**config.mk**
```make
export PLATFORM = sky130hd
export DESIGN_NAME = piso_tx
export DESIGN_NICKNAME = d
export VERILOG_FILES = /design/src/rtl/piso_tx.sv
export SDC_FILE = /design/constraint.sdc
export NUM_CORES = 1
export LEC_CHECK = 0
export CORE_ASPECT_RATIO = 1.1
export CORE_UTILIZATION = 30
export DETAILED_ROUTE_END_ITERATION = 8
export HOLD_SLACK_MARGIN = 0.15
export PLACE_DENSITY = 0.49
export SETUP_SLACK_MARGIN = 0.2
export SLEW_MARGIN = 0
export SYNTH_ARGS = -nofsm -noshare
export SYNTH_HDL_FRONTEND = slang
export SYNTH_SLANG_ARGS = --single-unit
```
**constraint.sdc**
```tcl
create_clock -name clk -period 1.9 [get_ports clk]
set_input_delay 0.19 -clock clk [delete_from_list [all_inputs] [get_ports clk]]
set_output_delay 0.19 -clock clk [all_outputs]
set_load 0.01 [all_outputs]
```
**src/rtl/piso_tx.sv**
```systemverilog
// piso_tx: parallel-in serial-out word transmitter with a valid/ready word input.
// Define PISO_PARITY_EN to append an even-parity bit after the data bits.
module piso_tx #(
    parameter int WIDTH      = 8,
    parameter int MSB_FIRST  = 1,
    parameter int GAP_CYCLES = 2
) (
    input  logic             clk,
    input  logic             rst,
    input  logic [WIDTH-1:0] data_in,
    input  logic             din_valid,
    output logic             din_ready,
    output logic             ser_out,
    output logic             ser_valid,
    output logic             busy,
    output logic             done
);

    localparam int CW = $clog2(WIDTH);
    localparam logic [CW-1:0] LAST_BIT = CW'(WIDTH - 1);
    localparam logic [3:0] GAP_LAST = 4'(GAP_CYCLES > 0 ? GAP_CYCLES - 1 : 0);

`ifdef PISO_PARITY_EN
    typedef enum logic [1:0] {IDLE, SHIFT, PARITY, GAP} state_e;
`else
    typedef enum logic [1:0] {IDLE, SHIFT, GAP} state_e;
`endif

    state_e           state_q, state_d;
    logic [WIDTH-1:0] sh_q, sh_d;
    logic [CW-1:0]    cnt_q, cnt_d;
    logic [3:0]       gap_q, gap_d;
    logic             sout_q, sout_d;
    logic             sval_q, sval_d;
    logic             done_q, done_d;
`ifdef PISO_PARITY_EN
    logic             par_q, par_d;
`endif

    function automatic logic head(input logic [WIDTH-1:0] w);
        return (MSB_FIRST != 0) ? w[WIDTH-1] : w[0];
    endfunction

    function automatic logic [WIDTH-1:0] adv(input logic [WIDTH-1:0] w);
        return (MSB_FIRST != 0) ? {w[WIDTH-2:0], 1'b0} : {1'b0, w[WIDTH-1:1]};
    endfunction

    always_comb begin
        state_d = state_q;
        sh_d    = sh_q;
        cnt_d   = cnt_q;
        gap_d   = gap_q;
        sout_d  = 1'b0;
        sval_d  = 1'b0;
        done_d  = 1'b0;
`ifdef PISO_PARITY_EN
        par_d   = par_q;
`endif
        unique case (state_q)
            IDLE: begin
                // First bit is presented straight from data_in so it appears next cycle
                if (din_valid && din_ready) begin
                    sh_d    = adv(data_in);
                    cnt_d   = '0;
                    sout_d  = head(data_in);
                    sval_d  = 1'b1;
                    state_d = SHIFT;
`ifdef PISO_PARITY_EN
                    par_d   = ^data_in;
`endif
                end
            end
            SHIFT: begin
                if (cnt_q == LAST_BIT) begin
`ifdef PISO_PARITY_EN
                    sout_d  = par_q;
                    sval_d  = 1'b1;
                    state_d = PARITY;
`else
                    done_d  = 1'b1;
                    gap_d   = '0;
                    state_d = (GAP_CYCLES > 0) ? GAP : IDLE;
`endif
                end else begin
                    sout_d = head(sh_q);
                    sval_d = 1'b1;
                    sh_d   = adv(sh_q);
                    cnt_d  = cnt_q + 1'b1;
                end
            end
`ifdef PISO_PARITY_EN
            PARITY: begin
                done_d  = 1'b1;
                gap_d   = '0;
                state_d = (GAP_CYCLES > 0) ? GAP : IDLE;
            end
`endif
            GAP: begin
                if (gap_q == GAP_LAST) begin
                    state_d = IDLE;
                end else begin
                    gap_d = gap_q + 1'b1;
                end
            end
            default: state_d = IDLE;
        endcase
    end

    always_ff @(posedge clk or negedge rst) begin
        if (!rst) begin
            state_q <= IDLE;
            sh_q    <= '0;
            cnt_q   <= '0;
            gap_q   <= '0;
            sout_q  <= 1'b0;
            sval_q  <= 1'b0;
            done_q  <= 1'b0;
`ifdef PISO_PARITY_EN
            par_q   <= 1'b0;
`endif
        end else begin
            state_q <= state_d;
            sh_q    <= sh_d;
            cnt_q   <= cnt_d;
            gap_q   <= gap_d;
            sout_q  <= sout_d;
            sval_q  <= sval_d;
            done_q  <= done_d;
`ifdef PISO_PARITY_EN
            par_q   <= par_d;
`endif
        end
    end

    assign din_ready = (state_q == IDLE) && rst;
    assign busy      = (state_q != IDLE);
    assign ser_out   = sout_q;
    assign ser_valid = sval_q;
    assign done      = done_q;

endmodule

```
==> results.md <==
* Status: finished clean
* Hold_buf cts at 0
* Post-route minimum period at 1.63 ns
* Ratio of final minimum period to clock period at 85.9%
* Top flip-flop cell by instance count after synthesis: sky130_fd_sc_hd__dfrtp_1
* DRC violations left at 0
* VDD IR-drop max at 389 uV
* Remaining antenna violation count at 0
* All-layer global routing usage at 11.9%
* Average instance area after synthesis at 12.9 um^2
* Number of buffers and inverters on the critical path at 1
* Portion of netlist area occupied by mux cells at 17.9%
* Number of cells on the worst reg-to-reg path at 6
* Grt total ovfl at 0
* Cell taking the most area after synthesis: sky130_fd_sc_hd__dfrtp_1
* Combined area of all synthesized cells at 1060 um^2
* First-pass GRT wire length at 3370 um
* Worst path required time at 2.09 ns
* Effective utilization at floorplan at 31.6%
* Distinct cell type count after synthesis at 29
* Worst Setup Start Kind: register
* Simple-gate area share of the yosys netlist at 15.7%
* Switching power as a share of total power at 32.0%
* Areal power density over the cells at 1440 nW/um^2
* Sequential power share at 33.6%
* Post-Syn Instances at 82
* Number of synthesized register bits at 19
* Combinational fraction of design power at 55.9%
* Via/cell ratio at 4.51
* Worst-path clk slew at 0.11 ns
* Boundary Pins at 16
* Minimum setup slack among reg-to-reg paths at 0.27 ns
* Routed WL per cell at 12.5 um
* Max_slew headroom at 74.2%
* Synthesized-area fraction occupied by ao, oa, aoi and oai cells at 10.5%
* Synthesized-area fraction occupied by adder cells at 4.72%
* Initial antenna violation count at 0
* Count of antenna diodes in the layout at 0
* Count of final max-slew check failures at 0
* Clock power frac at 10.5%
* Placed wire-length estimate at 1420 um
* Setup repair after global routing missed its margin: no
* Dominant combinational cell family by area after synthesis: multiplexers
* CTS tree: done
* Via count of the first global-routing pass at 737
* Layout net count at 124
* Kind of cell with the highest combined delay on the critical path: flip-flops
* Layout Area Growth over Synthesis at 27.2%
* Core area at 3360 um^2
* Xor and xnor area share after synthesis at 0%
* Slew at the pin closest to its max-slew limit at 0.385 ns
* Die area at 3780 um^2
* Most common cell after layout, fill and taps aside: sky130_fd_sc_hd__dfrtp_1
* Total vias in the final route at 704
* Ratio of cells with drive above 1 in the final layout at 32.4%
* Maximum cell stage delay along the critical path at 0.40 ns
* Post-synth EDFFs at 0
* Arrival @ worst endpoint at 1.82 ns
* Number of placement rows at 22
* Crit path from: cnt_q[0]
* Setup TNS at 0 ns
* Post-route standard cell area excluding fillers at 1350 um^2
* Clk Tree Root Cell: sky130_fd_sc_hd__clkbuf_4
* Clock Latency Late Sink at 0.29 ns
* Reg-to-reg endpoint: sh_q[7]
* Worst path cell trace: ha_1, ha_2, nand2b_4, a21oi_4, buf_6, mux2_4
* Share of flip-flops with an asynchronous set or reset after synthesis at 100%
* Maximum number of pins on one net before global-route repair at 13
* Category of the most critical setup path: register to register
* Worst-path maximum fanout at 6
* Clock buffers created by TritonCTS at 3
* Routability Congestion at 0.689
* Vert. Die Dim at 64.4 um
* Largest cells by area after synthesis: sky130_fd_sc_hd__dfrtp_1, sky130_fd_sc_hd__mux2_4, sky130_fd_sc_hd__ha_1
* Cell leakage power at 0.632 nW
* Share of the synthesized area in the top cell type at 44.8%
* Type of the worst min-delay path: input port to asynchronous set/reset pin
* Number of failing setup endpoints in the final timing report at 0
* Sequential area share after synthesis at 44.8%
* Die width at 58.7 um
* Placed Instance Area at 1290 um^2
* Syn Nets at 97
* Count of endpoints failing hold in the final timing report at 0
* CTS H-Tree Depth at 1
* Syn. warnings at 0
* Quantity of I/O buffers inserted on ports at 15
* Most used cells in the layout excluding fill and tap cells: sky130_fd_sc_hd__dfrtp_1, sky130_fd_sc_hd__clkdlybuf4s50_1, sky130_fd_sc_hd__mux2_4
* Worst clock skew at 0.000826 ns
* Cell type of the slowest stage on the worst timing path: sky130_fd_sc_hd__dfrtp_1
* Internal power contribution at 1.32 mW
* Switching power summed over all nets at 0.624 mW
* Number of sinks driven by the clock tree at 19
* DRC violation total after the first TritonRoute iteration at 9
* Highest achievable clock rate at 612 MHz
* Total iterations of the first detailed-routing run at 3
* Filler cell count in the final layout at 339
* Maximum clock insertion buffer count at 2
* Final Routed Wirelength at 1950 um
* Worst flop-to-flop path startpoint: cnt_q[0]
* Max Cap Violations at 0
* Worst setup EP type: register
## synthesized netlist by cell type, drive strengths merged (2+ instances only)
cell type  number
o31ai           2
nand3b          3
dfrtp          19
nand2b          5
nand4b          2
mux2           12
nand3           3
buf             4
a21oi           5
inv             6
o211ai          2
o2bb2ai         2
nor2b           2
ha              4
## stage by stage
| stage | cells | setup slack [ns] | util [%] | hold slack, ns | power (mW) |
|---|---|---|---|---|---|
| floorplan | 82 | 0.205 | - | -0.106 | 1.45 |
| CTS | 155 | 0.190 | 39.8 | 0.376 | 1.96 |
| finish | 156 | 0.267 | 40.2 | 0.371 | 1.95 |
| global route | 156 | 0.200 | 40.2 | 0.381 | 2.11 |
| detailed placement | 148 | 0.177 | 38.3 | 0.482 | 1.70 |
| global placement | 148 | 0.185 | 38.3 | 0.474 | 1.69 |
## metal layers
layer	up-vias	share of wire [%]	GRT usage, %
met4	0	0.72	5.36
met2	11	49	19.8
li1	347	-	-
met1	344	46	14.3
met5	-	0	0
met3	2	4.3	3.04
## final cells by class
class / count / area, um^2 / area share, %
clock buffer: 4 / 26.3 / 1.95
inverter: 6 / 22.5 / 1.67
multi-input combinational: 53 / 528 / 39.1
sequential: 19 / 475 / 35.2
tap: 48 / 60.1 / 4.45
timing repair buffer: 26 / 238 / 17.6
## worst register-to-register path: cells and delay by family, from the launching register on
family	cells	cell delay, ns
DFF	1	0.40
buffers and inverters	1	0.15
muxes	1	0.30
adders and majority gates	2	0.38
AOI/OAI and AO/OA	1	0.15
and+or+nand+nor	1	0.15
## kinds of logic (layout without fill, tap and decap cells)
logic type,Yosys count,in the layout
and+or+nand+nor,21,21
DFF,19,19
AOI/OAI and AO/OA,15,15
muxes,13,13
buffers and inverters,10,36
adders and majority gates,4,4
## registers in the layout, summed over array words and instances, names as in the netlist
register	cells
state_q	2
ser_out	1
done	1
cnt_q	3
ser_valid	1
gap_q	4
sh_q	7
## power by group through the flow
stage / combinational, mW / clock (mW) / sequential (mW)
final: 1.09 / 0.205 / 0.655
after global routing: 1.20 / 0.237 / 0.675
after CTS: 1.08 / 0.216 / 0.659
after detailed placement: 1.03 / 0 / 0.672
after global placement: 1.03 / 0 / 0.663
after floorplan: 0.798 / 0 / 0.653
## repair_timing
| item | in CTS | in global routing |
|---|---|---|
| resized for setup | 3 | 2 |
| pin swaps | 0 | 1 |
| setup buffers | 3 | 1 |
| setup endpoints to repair | 5 | 6 |
| cloned | 0 | 0 |
## worst max-delay path by stage
stage / endpoint / slack (ns) / depth (start not counted)
after floorplan: sh_q[2] / 0.20 / 5
after global placement: din_ready / 0.19 / 4
after detailed placement: din_ready / 0.18 / 4
after CTS: sh_q[3] / 0.19 / 6
after global routing: sh_q[7] / 0.20 / 6
final: sh_q[7] / 0.27 / 6
Note: power is estimated with default switching activity, not from simulation.
